==> config.mk <==
export PLATFORM = sky130hd
export DESIGN_NAME = conv_sched
export DESIGN_NICKNAME = d
export VERILOG_FILES = /design/src/rtl/conv_sched.sv
export SDC_FILE = /design/constraint.sdc
export NUM_CORES = 1
export LEC_CHECK = 0
export CAP_MARGIN = 5
export CORE_MARGIN = 5
export CORE_UTILIZATION = 53
export CTS_BUF_LIST = sky130_fd_sc_hd__clkbuf_4
export DETAILED_ROUTE_END_ITERATION = 10
export GPL_TIMING_DRIVEN = 0
export HOLD_SLACK_MARGIN = 0.06
export PLACE_DENSITY = 0.81
export REMOVE_ABC_BUFFERS = 1
export SYNTH_ARGS = -nofsm -noshare
export SYNTH_HDL_FRONTEND = slang
export SYNTH_SLANG_ARGS = --single-unit
==> constraint.sdc <==
create_clock -name clk -period 2.2 [get_ports clk]
set_input_delay 0.22 -clock clk [delete_from_list [all_inputs] [get_ports clk]]
set_output_delay 0.22 -clock clk [all_outputs]
set_load 0.01 [all_outputs]
==> src/rtl/conv_sched.sv <==
// conv_sched: layer scheduler for the conv1 -> buffer -> conv2 chain.
// It issues one conv1 trigger per channel, drives the weight-bank channel
// select, counts conv2 results, gates the output accumulator and pulses done
// once every channel has produced its conv2 output.
// Optional feature macro: CONV_SCHED_TIMEOUT_EN (WAIT1/DRAIN watchdog).
// Handshakes: conv1_valid/conv2_valid are single-cycle strobes with no
// back-pressure; each strobe is consumed in the cycle it is high.
// state_dbg exposes the FSM state for checkers.
module conv_sched #(
  parameter int CHAN        = 10,
  parameter int GAP_CYC     = 2,
  parameter int TIMEOUT_CYC = 4096
) (
  input  logic       clk,
  input  logic       rst,
  input  logic       start,
  output logic       conv_trigger,
  output logic [3:0] wsel_chan,
  input  logic       conv1_valid,
  input  logic [3:0] conv1_chan,
  input  logic       conv2_valid,
  input  logic [3:0] conv2_chan,
  output logic       acc_clr,
  output logic       acc_en,
  output logic       busy,
  output logic       done,
  output logic       err,
  output logic [2:0] state_dbg
);

  localparam logic [2:0] S_IDLE  = 3'd0;
  localparam logic [2:0] S_ISSUE = 3'd1;
  localparam logic [2:0] S_WAIT1 = 3'd2;
  localparam logic [2:0] S_GAP   = 3'd3;
  localparam logic [2:0] S_DRAIN = 3'd4;
  localparam logic [2:0] S_FIN   = 3'd5;

  localparam logic [3:0]  CHAN_LAST = 4'(CHAN - 1);
  localparam logic [4:0]  CHAN_N    = 5'(CHAN);
  localparam logic [7:0]  GAP_LAST  = 8'((GAP_CYC > 0) ? (GAP_CYC - 1) : 0);
  localparam logic [15:0] WD_LAST   = 16'(TIMEOUT_CYC - 1);

  logic [2:0] state;
  logic [3:0] chan;
  logic [4:0] out_cnt;
  logic [7:0] gap_cnt;
  logic       err_q;
  logic       acc_clr_q;
  logic       timeout;
  logic       start_ok;

  assign start_ok = (state == S_IDLE) && start;

`ifdef CONV_SCHED_TIMEOUT_EN
  logic [15:0] wd_cnt;
  logic        waiting;
  logic        activity;

  assign waiting  = (state == S_WAIT1) || (state == S_DRAIN);
  assign activity = conv1_valid || conv2_valid;
  assign timeout  = waiting && !activity && (wd_cnt == WD_LAST);

  // Watchdog: counts silent cycles while waiting, reloads on any completion.
  always_ff @(posedge clk) begin
    if (rst) begin
      wd_cnt <= 16'd0;
    end else if (!waiting || activity) begin
      wd_cnt <= 16'd0;
    end else begin
      wd_cnt <= wd_cnt + 16'd1;
    end
  end
`else
  logic unused_wd_cfg;
  assign unused_wd_cfg = ^WD_LAST;
  assign timeout       = 1'b0;
`endif

  // Main sequencer: issue, wait for conv1, gap, then drain conv2 results.
  always_ff @(posedge clk) begin
    if (rst) begin
      state   <= S_IDLE;
      chan    <= 4'd0;
      gap_cnt <= 8'd0;
    end else begin
      case (state)
        S_IDLE: begin
          if (start) begin
            state   <= S_ISSUE;
            chan    <= 4'd0;
            gap_cnt <= 8'd0;
          end
        end
        S_ISSUE: state <= S_WAIT1;
        S_WAIT1: begin
          if (timeout) begin
            state <= S_FIN;
          end else if (conv1_valid) begin
            if (chan == CHAN_LAST) begin
              state <= S_DRAIN;
            end else begin
              chan    <= chan + 4'd1;
              gap_cnt <= 8'd0;
              state   <= (GAP_CYC == 0) ? S_ISSUE : S_GAP;
            end
          end
        end
        S_GAP: begin
          if (gap_cnt == GAP_LAST) begin
            gap_cnt <= 8'd0;
            state   <= S_ISSUE;
          end else begin
            gap_cnt <= gap_cnt + 8'd1;
          end
        end
        S_DRAIN: begin
          if (timeout || (out_cnt == CHAN_N)) state <= S_FIN;
        end
        S_FIN:   state <= S_IDLE;
        default: state <= S_IDLE;
      endcase
    end
  end

  // Output counting, accumulator clear and sticky error collection.
  always_ff @(posedge clk) begin
    if (rst) begin
      out_cnt   <= 5'd0;
      err_q     <= 1'b0;
      acc_clr_q <= 1'b0;
    end else begin
      acc_clr_q <= start_ok;
      if (start_ok) begin
        out_cnt <= 5'd0;
        err_q   <= 1'b0;
      end
      if (conv2_valid) begin
        if ((state == S_IDLE) || (out_cnt == CHAN_N)) begin
          err_q <= 1'b1;
        end else if (busy) begin
          out_cnt <= out_cnt + 5'd1;
          if (conv2_chan != out_cnt[3:0]) err_q <= 1'b1;
        end
      end
      if (conv1_valid && busy && (state != S_WAIT1)) err_q <= 1'b1;
      if (conv1_valid && (state == S_WAIT1) && (conv1_chan != chan)) err_q <= 1'b1;
      if (timeout) err_q <= 1'b1;
    end
  end

  assign busy         = (state == S_ISSUE) || (state == S_WAIT1) ||
                        (state == S_GAP)   || (state == S_DRAIN);
  assign conv_trigger = (state == S_ISSUE);
  assign wsel_chan    = chan;
  assign done         = (state == S_FIN);
  assign acc_en       = conv2_valid & busy;
  assign acc_clr      = acc_clr_q;
  assign err          = err_q;
  assign state_dbg    = state;

endmodule
Word-level counts from Yosys, hierarchy flattened

Index checks and enable logic that the tools add are counted.

Bits in registers: 22
Latch bits: 0
RAM bits: 0
Memory bits (read-only): 0
Input bits: 13
Output and inout bits: 13
Memories: 0

Add/sub/neg operators: 3
Multiply operators: 0
Divide/modulo/power cells: 0
Magnitude comparators: 0
Equal/unequal tests: 16
Shift-type cells: 0
Multiplexer cells: 26
Bitwise logic cells: 1
Reduce and logical (&&, ||, !) cells: 15

Operators by type and width:

| kind                | count |
|---|---|
| $mux 8              | 4 |
| $pmux 8 s3          | 1 |
| $mux 5              | 4 |
| $mux 3              | 5 |
| $pmux 3 s5          | 1 |
| $mux 4              | 3 |
| $reduce_and 4->1    | 3 |
| $ne 2x2->1 const B  | 5 |
| $add 8x1->8 const B | 1 |
| $eq 8x1->1 const B  | 1 |
| $ne 4x4->1          | 2 |
| $pmux 4 s2          | 1 |
| $mux 1              | 7 |
| $eq 3x2->1 const B  | 2 |
| $eq 3x3->1 const B  | 2 |
| $add 5x1->5 const B | 1 |
| $eq 5x4->1 const B  | 1 |
| $logic_and 1x1->1   | 5 |
| $add 4x1->4 const B | 1 |
| $eq 4x4->1 const B  | 1 |
| $logic_or 1x1->1    | 4 |
| $eq 3x1->1 const B  | 1 |
| $logic_not 3->1     | 1 |
| $ne 3x2->1 const B  | 1 |
| other kinds (3)     | 3 |

Depth between registers and ports, before layout

Depth after elaboration: 9
Gate-level depth with buffers: 7
Mapped depth without buffers: 6

Least setup slack after synthesis

OpenSTA, ideal clock, no wires.

Path kind: flip-flop to flip-flop
Start: register chan[1], in the netlist wsel_chan[1]
End: register gap_cnt[1]
Arrival: 1.582 ns
Data required time: 2.113 ns
Slack: 0.531 ns
Cell stages (with the launch flop): 8
Path buffers: 1
Path through: dfxtp_1 inv_1 ha_1 nand3b_1 a21oi_1 buf_2 or2_2 o31ai_1

Longest elaborated chain between the ends: 3

Ends and longest elaborated chain:

| element                    | RTL line | RTL |
|---|---|---|
| start, declared            | 44       | `logic [3:0] chan;` |
| start signal, assigned     | 102      | `chan <= chan + 4'd1;` |
| $eq 4x4->1                 | 99       | `if (chan == CHAN_LAST) begin` |
| $ne 2x2->1 (no line)       | --       |  |
| $reduce_and 4->1 (no line) | --       |  |
| end signal, assigned       | 113      | `gap_cnt <= gap_cnt + 8'd1;` |
| end, declared              | 46       | `logic [7:0] gap_cnt;` |

No other way between the ends.
A chain may end at the register's enable or synchronous reset.

Final worst setup path

Start: register state[2], in the netlist state_dbg[2]
End: output acc_en

Longest elaborated chain between the ends: 5
Elaborated cells between the ends (all ways): 8
Classes of those cells: eq/ne: 4; bitwise: 1; reduce/logical: 3

Ends and longest elaborated chain:

| element                                         | RTL line | RTL |
|---|---|---|
| start, declared                                 | 43       | `logic [2:0] state;` |
| start signal, assigned                          | 104      | `state <= (GAP_CYC == 0) ? S_ISSUE : S_GAP;` |
| $eq 3x1->1 / $eq 3x2->1 (equally long branches) | 151      | `assign busy = (state == S_ISSUE) \|\| (state == S_WAIT1) \|\|` |
| $logic_or 1x1->1 (2 in series)                  | 151      |  |
| $logic_or 1x1->1 *                              | 152      | `(state == S_GAP) \|\| (state == S_DRAIN);` |
| $and 1x1->1 *                                   | 156      | `assign acc_en = conv2_valid & busy;` |
| end, declared                                   | 24       | `output logic acc_en,` |

Mark *: on every way between the ends. The rest lies on a longest branch, timed or not.

==> flow_summary_export.csv <==
group,metric,value,unit
outcome,status,"finished clean",
synthesis,synth_flop_cell,"dfxtp_1",
global_routing,grt_pass1_vias,1161,
synthesis,ys_types,46,
cts,post_cts_buffers,0,
final_layout,fill_cells,208,
final_layout,nNetsFinal,194,
floorplan,dieHeight,60.5,um
timing,finalHoldViolCount,0,
synthesis,yosysSeqAreaShare,32.5,%
synthesis,synth_area,0.00135,mm2
cts,cts_max_path_buffers,2,
synthesis,synth_top_cell_by_area,"dfxtp_1",
route,drt-wirelength-per-cell,14.7,um
route,drt_wl_total,3000,um
cts,clock_latency,320,ps
synthesis,synth_compound_area_share,20.1,%
floorplan,ios,26,
critical_path,startpoint_type,"flip-flop",
synthesis,synth_xor_area_share,7.12,%
global_routing,grt_use_total,17.8,%
job,maxCapViolations,0,
floorplan,start_util,55.1,%
global_routing,grt_remaining_overflow,0,
cts,cts.htree.levels,1,
synthesis,synthAdderAreaFrac,5.55,%
synthesis,synth.area.top_cells,"dfxtp_1 (33%), ha_1 (5.5%), a21oi_1 (4.8%)",
timing,slew-limit-headroom,37.8,%
synthesis,syn_area_per_cell,8.97,um2
power,peakVddDrop,0.000385,V
synthesis,netlist_instances,151,
route,firstDrtPassIters,4,
global_routing,antenna_found_initial,0,
cts,root_buffer,"clkbuf_4",
placement,hpwlAfterDp,2170,um
synthesis,synth-simple-area-share,27.8,%
global_routing,grt_max_degree,17,
critical_path,crit_path_end_kind,"output pin",
power,leakagePower,0.564,nW
timing,final_max_slew_viol_count,0,
synthesis,yosys-mux-area-fraction,2.50,%
timing,skew,3.93,ps
power,powerDensity,505,mW/mm2
placement,port-buffer-count,25,
timing,worst_pin_slew,927,ps
final_layout,areaGrowthSynthToFinish,21.0,%
synthesis,yosysMostFrequentCell,"dfxtp_1",
floorplan,core-area,0.00245,mm2
critical_path,crit_path_cell_trace,"or3_1 > and3_2 > clkdlybuf4s50_1",
timing,finalCriticalPeriod,2130,ps
final_layout,diodes,0,
floorplan,die_w,60.5,um
worst_hold_path,hold_path_class,"flip-flop to flip-flop",
final_layout,drive_above_1_share,9.77,%
synthesis,synth-seq-cells,22,
floorplan,die-area,0.00367,mm2
floorplan,std_cell_rows,18,
route,num_vias,1259,
synthesis,synthArstFlopShare,0,%
timing,rsz0062_at_grt,"no",
synthesis,synth_enable_flop_cells,0,
timing,post-route-period-util,96.8,%
synthesis,yosysWarningCount,0,
route,drc,0,
cts,ctsHoldBuffers,0,
timing,tns,0,ps
synthesis,yosys.area.top_type_share,32.5,%
timing,fin_hold_ws,509,ps
route,drtIter0Drc,65,
route,antenna_left,0,
critical_path,crit_path_max_incr_delay,480,ps
critical_path,worstPathBufferInverterCount,1,
cts,cts_buffers,3,
synthesis,synthTopCellsByCount,"dfxtp_1 (22), a21oi_1 (13), o31ai_1 (7), or4_1 (7)",
cts,cts_tree,"yes",
route,viasPerCell,6.17,
critical_path,cp.required,1980,ps
critical_path,crit_arrival,1910,ps
critical_path,cp_slowest_cell,"clkdlybuf4s50_1",
global_routing,grt_pass1_wl,5050,um
cts,cts_num_sinks,22,
cts,clk_pin_slew,120,ps
critical_path,path_delay_family,"simple AND/OR/NAND/NOR gates",
timing,max_freq,470,MHz
critical_path,crit_type,"flip-flop to output pin",
timing,setup_viol_count_final,0,
placement,place_congestion,0.769,
synthesis,synth_top_family_by_area,"simple AND/OR/NAND/NOR gates",
critical_path,crit_fanout,11,
stage by stage:
stage	util [%]	cells	area, um2	setup slack [ps]	total power [mW]
6_report	66.7	204	1640	71.2	0.827
3_3_place_gp	65.3	200	1600	208	0.630
4_1_cts	66.5	204	1630	10.2	0.824
5_1_grt	66.7	204	1640	3.12	0.871
2_1_floorplan	-	145	1320	453	0.551
3_5_place_dp	65.3	200	1600	183	0.636
report_power, final:
part / internal, mW / switching (mW) / total (mW)
Sequential: 0.413 / 0.0250 / 0.438
Clock: 0.0665 / 0.130 / 0.197
Combinational: 0.0982 / 0.0932 / 0.191
worst paths after layout:
| kind | startpoint | end | slack (ps) | cells after the start |
|---|---|---|---|---|
| worst max-delay path | state_dbg[2] | acc_en | 70 | 3 |
| worst min-delay path | gap_cnt[6] | gap_cnt[6] | 510 | 2 |
| worst max register to register | state_dbg[1] | gap_cnt[7] | 350 | 4 |
| worst min register to register | gap_cnt[6] | gap_cnt[6] | 510 | 2 |
layout by cell type (no fill, tap or decap), types with 4 or more instances in the layout:
cell	netlist	routed
inv_1	6	6
nand2_1	4	4
a21oi_1	13	12
nand4_1	6	6
xnor2_1	5	5
ha_1	6	6
dfxtp_1	22	19
nor2_1	6	6
nand3_1	6	6
o31ai_1	7	7
clkdlybuf4s50_1	0	25
and2_1	4	4
or4_1	7	7
xor2_1	6	6
flip-flops by register name, summed over array words and instances, names as in the netlist:
register	flops
gap_cnt	8
out_cnt	5
wsel_chan	4
state_dbg	3
acc_clr	1
err	1
metal layers:
metal | GRT usage [%] | part of all wire, %
met1 | 23.6 | 47
met2 | 28.5 | 45
met3 | 3.83 | 6.1
met4 | 6.50 | 1.2
met5 | 0 | 0
what timing repair did:
item | in CTS | in global routing
resized for setup | 1 | 4
hold endpoints to repair | 0 | 0
cloned | 0 | 0
setup endpoints to repair | 1 | 12
worst min-delay path, delay by kind of cell, from the launching register on:
| family | cells | cell delay (ps) |
|---|---|---|
| AO/OA/AOI/OAI | 2 | 130 |
| flip-flops | 1 | 350 |
logic make-up after synthesis:
logic type,count (synthesis)
multiplexers,3
adder cells (fa/ha/maj),6
AND/OR/NAND/NOR,59
AO/OA/AOI/OAI,38
buffers and inverters,12
XOR/XNOR,11
flip-flops,22
layout make-up:
type / count / area (um2) / area share [%]
Clock buffer: 3 / 22.5 / 1.38
Clock inverter: 1 / 3.75 / 0.229
Inverter: 6 / 22.5 / 1.38
Multi-Input combinational cell: 117 / 857 / 52.3
Sequential cell: 22 / 444 / 27.1
Tap cell: 30 / 37.5 / 2.29
Timing Repair Buffer: 25 / 250 / 15.3
No activity file was read; power rests on OpenSTA's default activity.
